$ cat src/rtl/rf_pkg.sv
// rtl/rf_pkg.sv - shared constants and slicing helpers for the multi-port register file
package rf_pkg;

    localparam int DEF_DW   = 32;
    localparam int DEF_NREG = 32;

    function automatic int clog2(input int value);
        int result;
        result = 0;
        while ((1 << result) < value) begin
            result = result + 1;
        end
        return result;
    endfunction

    // Base bit of port 'port' in a flattened bus of 'width'-bit fields.
    function automatic int lsb(input int port, input int width);
        return port * width;
    endfunction

endpackage

$ cat src/rtl/rf_scoreboard.sv
// rtl/rf_scoreboard.sv - per-register busy bits with issue-over-writeback priority
module rf_scoreboard
    import rf_pkg::*;
#(
    parameter int NREG    = DEF_NREG,
    parameter int AW      = clog2(NREG),
    parameter int NRD     = 2,
    parameter int NWR     = 2,
    parameter bit ZERO_R0 = 1'b1
) (
    input  logic              clk,
    input  logic              rst,
    input  logic              iss_en,
    input  logic [AW-1:0]     iss_adr,
    input  logic [NWR-1:0]    wr_en,
    input  logic [NWR*AW-1:0] wr_adr,
    input  logic [NRD*AW-1:0] rd_adr,
    input  logic [NRD-1:0]    wr_hit,
    output logic [NREG-1:0]   busy_vec,
    output logic [NRD-1:0]    rd_busy
);

    logic [NREG-1:0] busy_q;
    logic [NREG-1:0] busy_d;

    // Clears are applied before the set so a new producer issued in the
    // same cycle as an older writeback keeps the register pending.
    always_comb begin
        busy_d = busy_q;
        for (int k = 0; k < NWR; k++) begin
            if (wr_en[k]) begin
                busy_d[wr_adr[lsb(k, AW) +: AW]] = 1'b0;
            end
        end
        if (iss_en && !(ZERO_R0 && (iss_adr == '0))) begin
            busy_d[iss_adr] = 1'b1;
        end
        if (ZERO_R0) begin
            busy_d[0] = 1'b0;
        end
    end

    always_ff @(posedge clk) begin
        if (rst) begin
            busy_q <= '0;
        end else begin
            busy_q <= busy_d;
        end
    end

    always_comb begin
        rd_busy = '0;
        for (int i = 0; i < NRD; i++) begin
            rd_busy[i] = busy_q[rd_adr[lsb(i, AW) +: AW]] & ~wr_hit[i];
        end
    end

    assign busy_vec = busy_q;

endmodule

$ cat src/rtl/rf_mp.sv
// rtl/rf_mp.sv - multi-port register file with write-first bypass and busy scoreboard
module rf_mp
    import rf_pkg::*;
#(
    parameter int DW      = DEF_DW,
    parameter int NREG    = DEF_NREG,
    parameter int NRD     = 2,
    parameter int NWR     = 2,
    parameter bit ZERO_R0 = 1'b1,
    parameter int AW      = clog2(NREG)
) (
    input  logic              clk,
    input  logic              rst,
    input  logic [NWR-1:0]    WrEn,
    input  logic [NWR*AW-1:0] WrAdr,
    input  logic [NWR*DW-1:0] WrDt,
    input  logic [NRD*AW-1:0] RdAdr,
    output logic [NRD*DW-1:0] RdDt,
    input  logic              IssEn,
    input  logic [AW-1:0]     IssAdr,
    output logic [NRD-1:0]    RdBusy,
    output logic [NREG-1:0]   BusyVec
);

    logic [DW-1:0]  rf [NREG];
    logic [NWR-1:0] we_eff;
    logic [NRD-1:0] rd_hit;

    // Writes to the hard-wired zero register are dropped everywhere.
    always_comb begin
        we_eff = '0;
        for (int k = 0; k < NWR; k++) begin
            we_eff[k] = WrEn[k] && !(ZERO_R0 && (WrAdr[lsb(k, AW) +: AW] == '0));
        end
    end

    // Later ports are applied last, so port 1 wins on an address clash.
    always_ff @(posedge clk) begin
        if (rst) begin
            for (int r = 0; r < NREG; r++) begin
                rf[r] <= '0;
            end
        end else begin
            for (int k = 0; k < NWR; k++) begin
                if (we_eff[k]) begin
                    rf[WrAdr[lsb(k, AW) +: AW]] <= WrDt[lsb(k, DW) +: DW];
                end
            end
        end
    end

    always_comb begin
        RdDt   = '0;
        rd_hit = '0;
        for (int i = 0; i < NRD; i++) begin
            RdDt[lsb(i, DW) +: DW] = rf[RdAdr[lsb(i, AW) +: AW]];
            for (int k = 0; k < NWR; k++) begin
                if (we_eff[k] && (WrAdr[lsb(k, AW) +: AW] == RdAdr[lsb(i, AW) +: AW])) begin
                    RdDt[lsb(i, DW) +: DW] = WrDt[lsb(k, DW) +: DW];
                    rd_hit[i]              = 1'b1;
                end
            end
            if (ZERO_R0 && (RdAdr[lsb(i, AW) +: AW] == '0)) begin
                RdDt[lsb(i, DW) +: DW] = '0;
            end
        end
    end

    rf_scoreboard #(
        .NREG    (NREG),
        .AW      (AW),
        .NRD     (NRD),
        .NWR     (NWR),
        .ZERO_R0 (ZERO_R0)
    ) u_scoreboard (
        .clk      (clk),
        .rst      (rst),
        .iss_en   (IssEn),
        .iss_adr  (IssAdr),
        .wr_en    (we_eff),
        .wr_adr   (WrAdr),
        .rd_adr   (RdAdr),
        .wr_hit   (rd_hit),
        .busy_vec (BusyVec),
        .rd_busy  (RdBusy)
    );

endmodule

$ cat config.mk
export PLATFORM = sky130hd
export DESIGN_NAME = rf_mp
export DESIGN_NICKNAME = d
export VERILOG_FILES = /design/src/rtl/rf_pkg.sv /design/src/rtl/rf_scoreboard.sv /design/src/rtl/rf_mp.sv
export SDC_FILE = /design/constraint.sdc
export NUM_CORES = 2
export LEC_CHECK = 0
export BUFFER_PORTS_ARGS = -buffer_cell sky130_fd_sc_hd__buf_2
export CAP_MARGIN = 5
export CORE_ASPECT_RATIO = 0.7
export CORE_MARGIN = 5
export CORE_UTILIZATION = 45
export CTS_CLUSTER_SIZE = 24
export DETAILED_ROUTE_END_ITERATION = 16
export MAX_ROUTING_LAYER = met4
export PLACE_DENSITY_LB_ADDON = 0.2
export SYNTH_ARGS = -nofsm -noshare
export SYNTH_HDL_FRONTEND = slang
export SYNTH_HIERARCHICAL = 1
export SYNTH_SLANG_ARGS = --single-unit
$ cat constraint.sdc
create_clock -name clk -period 4.31 [get_ports clk]
set_clock_uncertainty 0.1 [all_clocks]
set_input_delay 0.2155 -clock clk [delete_from_list [all_inputs] [get_ports clk]]
set_output_delay 0.2155 -clock clk [all_outputs]
set_load 0.05 [all_outputs]
==> out/results.ini <==
[final_layout]
drive_gt1_frac = 0.2482
layout-area-overhead-vs-synth_pct = 12.78
postLayoutCellArea_um2 = 69610
final_cell_mix = edfxtp_1, a22o_1, mux4_2
num-fill-cells = 11460
fin_nets = 4686
final_common_cell = edfxtp_1
instances_no_fill = 6550

[sta]
layout_setup_ws_ns = 0.2528
hold_slack_ns = -0.0004186
final_max_slew_viol_count = 0
finalSetupTns_ns = 0
relSlewSlack = 0.06426
worstMarginPinSlew_ns = 1.368
clock.fmax_ghz = 0.2465
fin_crit_sh = 0.9414
grt_setup_unrepaired = false
hold_viol_final = 2
fin_crit_ns = 4.057
setup_viol = 0

[die]
die_h_um = 319.9
dieArea_um2 = 144800
core-area_um2 = 136000
ioPinCount = 192
die_x_um = 452.7
start_util = 0.4538
fp-row-count = 113

[drt]
wl_per_cell_um = 45.78
ant_nets = 0
drt_iter0_drc = 10350
first_pass_iters = 7
via_per_inst = 7.911
remaining_drc_errors = 0
via_count = 51820
routed_wirelength_um = 299900

[place]
place.gp.congestion = 0.9831
place_ws_ns = 0.3874
dpl.cell_count = 6308
dp_hpwl_um = 183300
place_area_um2 = 65950
port_buffers = 190

[logic_synthesis]
syn_area_um2 = 61720
synthDistinctLibCells = 60
synth-compound-area-share = 0.2129
synth_top_family_by_area = compound AO/OA/AOI/OAI gates
ys_seq_elements = 1055
ys_warn_count = 6
avgSynthCellArea_um2 = 13.35
synthFlopType = edfxtp_1
synth-seq-area-share = 0.5082
synthAdderAreaFrac = 0
synth_cells = 4623
synthMuxAreaShare = 0.1873
synthSimpleGateAreaFrac = 0.04034
async_reset_ff_frac = 0
synth-xor-area-share = 0.002838
synth-edff-count = 1024

[global_routing]
grt_pass1_wl_um = 404300
grt_pass1_vias = 48310
track_usage = 0.4126
grt_start_max_net_pins = 95
grt-ovfl-total = 0
antenna_found_initial = 22

[critical_path]
arrival_ns = 3.74
slowest_delay_ns = 1.17
cp_top_family = compound AO/OA/AOI/OAI gates
start_kind = primary input
critical_path_class = primary input to output port
slowest_stage = a2111oi_0
crit_fanout = 24
cp-end-kind = output port
path_cells = buf_8, buf_4, mux4_2, mux2_2, a2111oi_0, nor3_1, a221o_1, buf_2
cp.buffers_inverters = 3
worst_ep_required_time_ns = 3.99

[run_status]
violations = hold timing
outcome = finished with violations

[job]
maxCapViolations = 0

[clock_network]
cts_root_buffer = clkbuf_16
cts_tree = done
clockBufferDepth = 3
cts_setup_buffers = 0
clk_latency_ns = 0.76
cts_buffers = 109
clk_pin_slew_ns = 0.06
ctsHoldBuffers = 13
numClockSinks = 1055
h-tree-depth = 3
cts-resized-gates = 0

[pwr]
pwr_density_cell_nw_per_um2 = 379.2
p_leak_nw = 24.24
ir_worst_vdd_uv = 343.8

[hold_path]
hold_path_class = primary input to flip-flop

state kept, by name, indices dropped and copies added (netlist names):
name and cells:
u_scoreboard/busy_vec 31, rf 1024
worst reg2reg max path, stage by stage, from the launching register on:
cell and delay (ns):
dfxtp_1 0.42, a22oi_1 0.12, dlygate4sd3_1 0.62, nor2_1 0.08
metal layers:
layer / vias to the layer above / GRT usage / wire [um]
met5: - / - / 0
met4: 0 / 0.2039 / 18250
met3: 1097 / 0.2026 / 55720
met2: 5629 / 0.5292 / 118200
met1: 25950 / 0.5369 / 107700
li1: 19140 / - / -
synthesized netlist by cell type (16+ instances only):
master	n	area share
a2111oi_0	39	0.0055
a211oi_1	36	0.0044
a21oi_1	78	0.0063
a221o_1	35	0.0057
a22o_1	1022	0.15
a22oi_1	161	0.020
buf_1	90	0.0055
buf_2	124	0.010
buf_4	17	0.0021
clkbuf_1	465	0.028
dfxtp_1	31	0.010
edfxtp_1	1024	0.50
mux2_2	17	0.0031
mux2i_1	324	0.053
mux4_2	349	0.13
nand2_1	101	0.0061
nand3_1	17	0.0014
nor2_1	185	0.011
nor2b_1	32	0.0032
nor3_1	63	0.0051
o21ai_0	92	0.0075
o21ai_1	25	0.0020
o221ai_1	42	0.0060
o22ai_1	45	0.0046
or3_1	24	0.0024
xnor2_1	16	0.0023
final timing paths:
kind / slack [ns] / startpoint / end / depth (start not counted)
max reg2reg: 2.90 / u_scoreboard/busy_vec[2] / u_scoreboard/busy_vec[2] / 3
max: 0.25 / RdAdr[0] / RdDt[8] / 8
min: -0.0004 / rst / rf[0][29] / 2
min reg2reg: 0.49 / u_scoreboard/busy_vec[15] / u_scoreboard/busy_vec[15] / 2
per-stage QoR:
stage / hold slack [ns] / utilization / power [mW]
after floorplan: 0.1879 / - / 14.80
after global placement: 0.4548 / 0.4847 / 16.68
after detailed placement: 0.4658 / 0.4849 / 16.71
after CTS: 0.02940 / 0.5113 / 26.10
after global routing: 0.02588 / 0.5117 / 26.82
final: -0.0004186 / 0.5118 / 26.40
kinds of logic (layout without fill, tap and decap cells):
kind of cell / count (synthesis) / in the layout
compound gates: 1620 / 1620
xor+xnor: 20 / 20
buf+inv: 715 / 743
flops: 1055 / 1055
mux: 701 / 701
other cells: 2 / 61
simple gates: 510 / 510
area by class of cell:
| class | instances | area (um^2) | area share |
|---|---|---|---|
| Clock buffer | 131 | 2874 | 0.04129 |
| Antenna cell | 28 | 70.07 | 0.001007 |
| Timing Repair Buffer | 534 | 4315 | 0.06199 |
| Tap cell | 1840 | 2302 | 0.03307 |
| Inverter | 8 | 30.03 | 0.0004314 |
| Multi-Input combinational cell | 2884 | 28060 | 0.4031 |
| Clock inverter | 70 | 589.3 | 0.008466 |
| Sequential cell | 1055 | 31370 | 0.4506 |
power by group:
part | total [mW] | switching, mW | leakage, nW | internal [mW]
logic | 4.56 | 3.07 | 12.5 | 1.48
registers | 12.2 | 0.343 | 10.0 | 11.9
clock network | 9.65 | 4.42 | 1.67 | 5.23
Note: power is estimated with default switching activity, not from simulation.
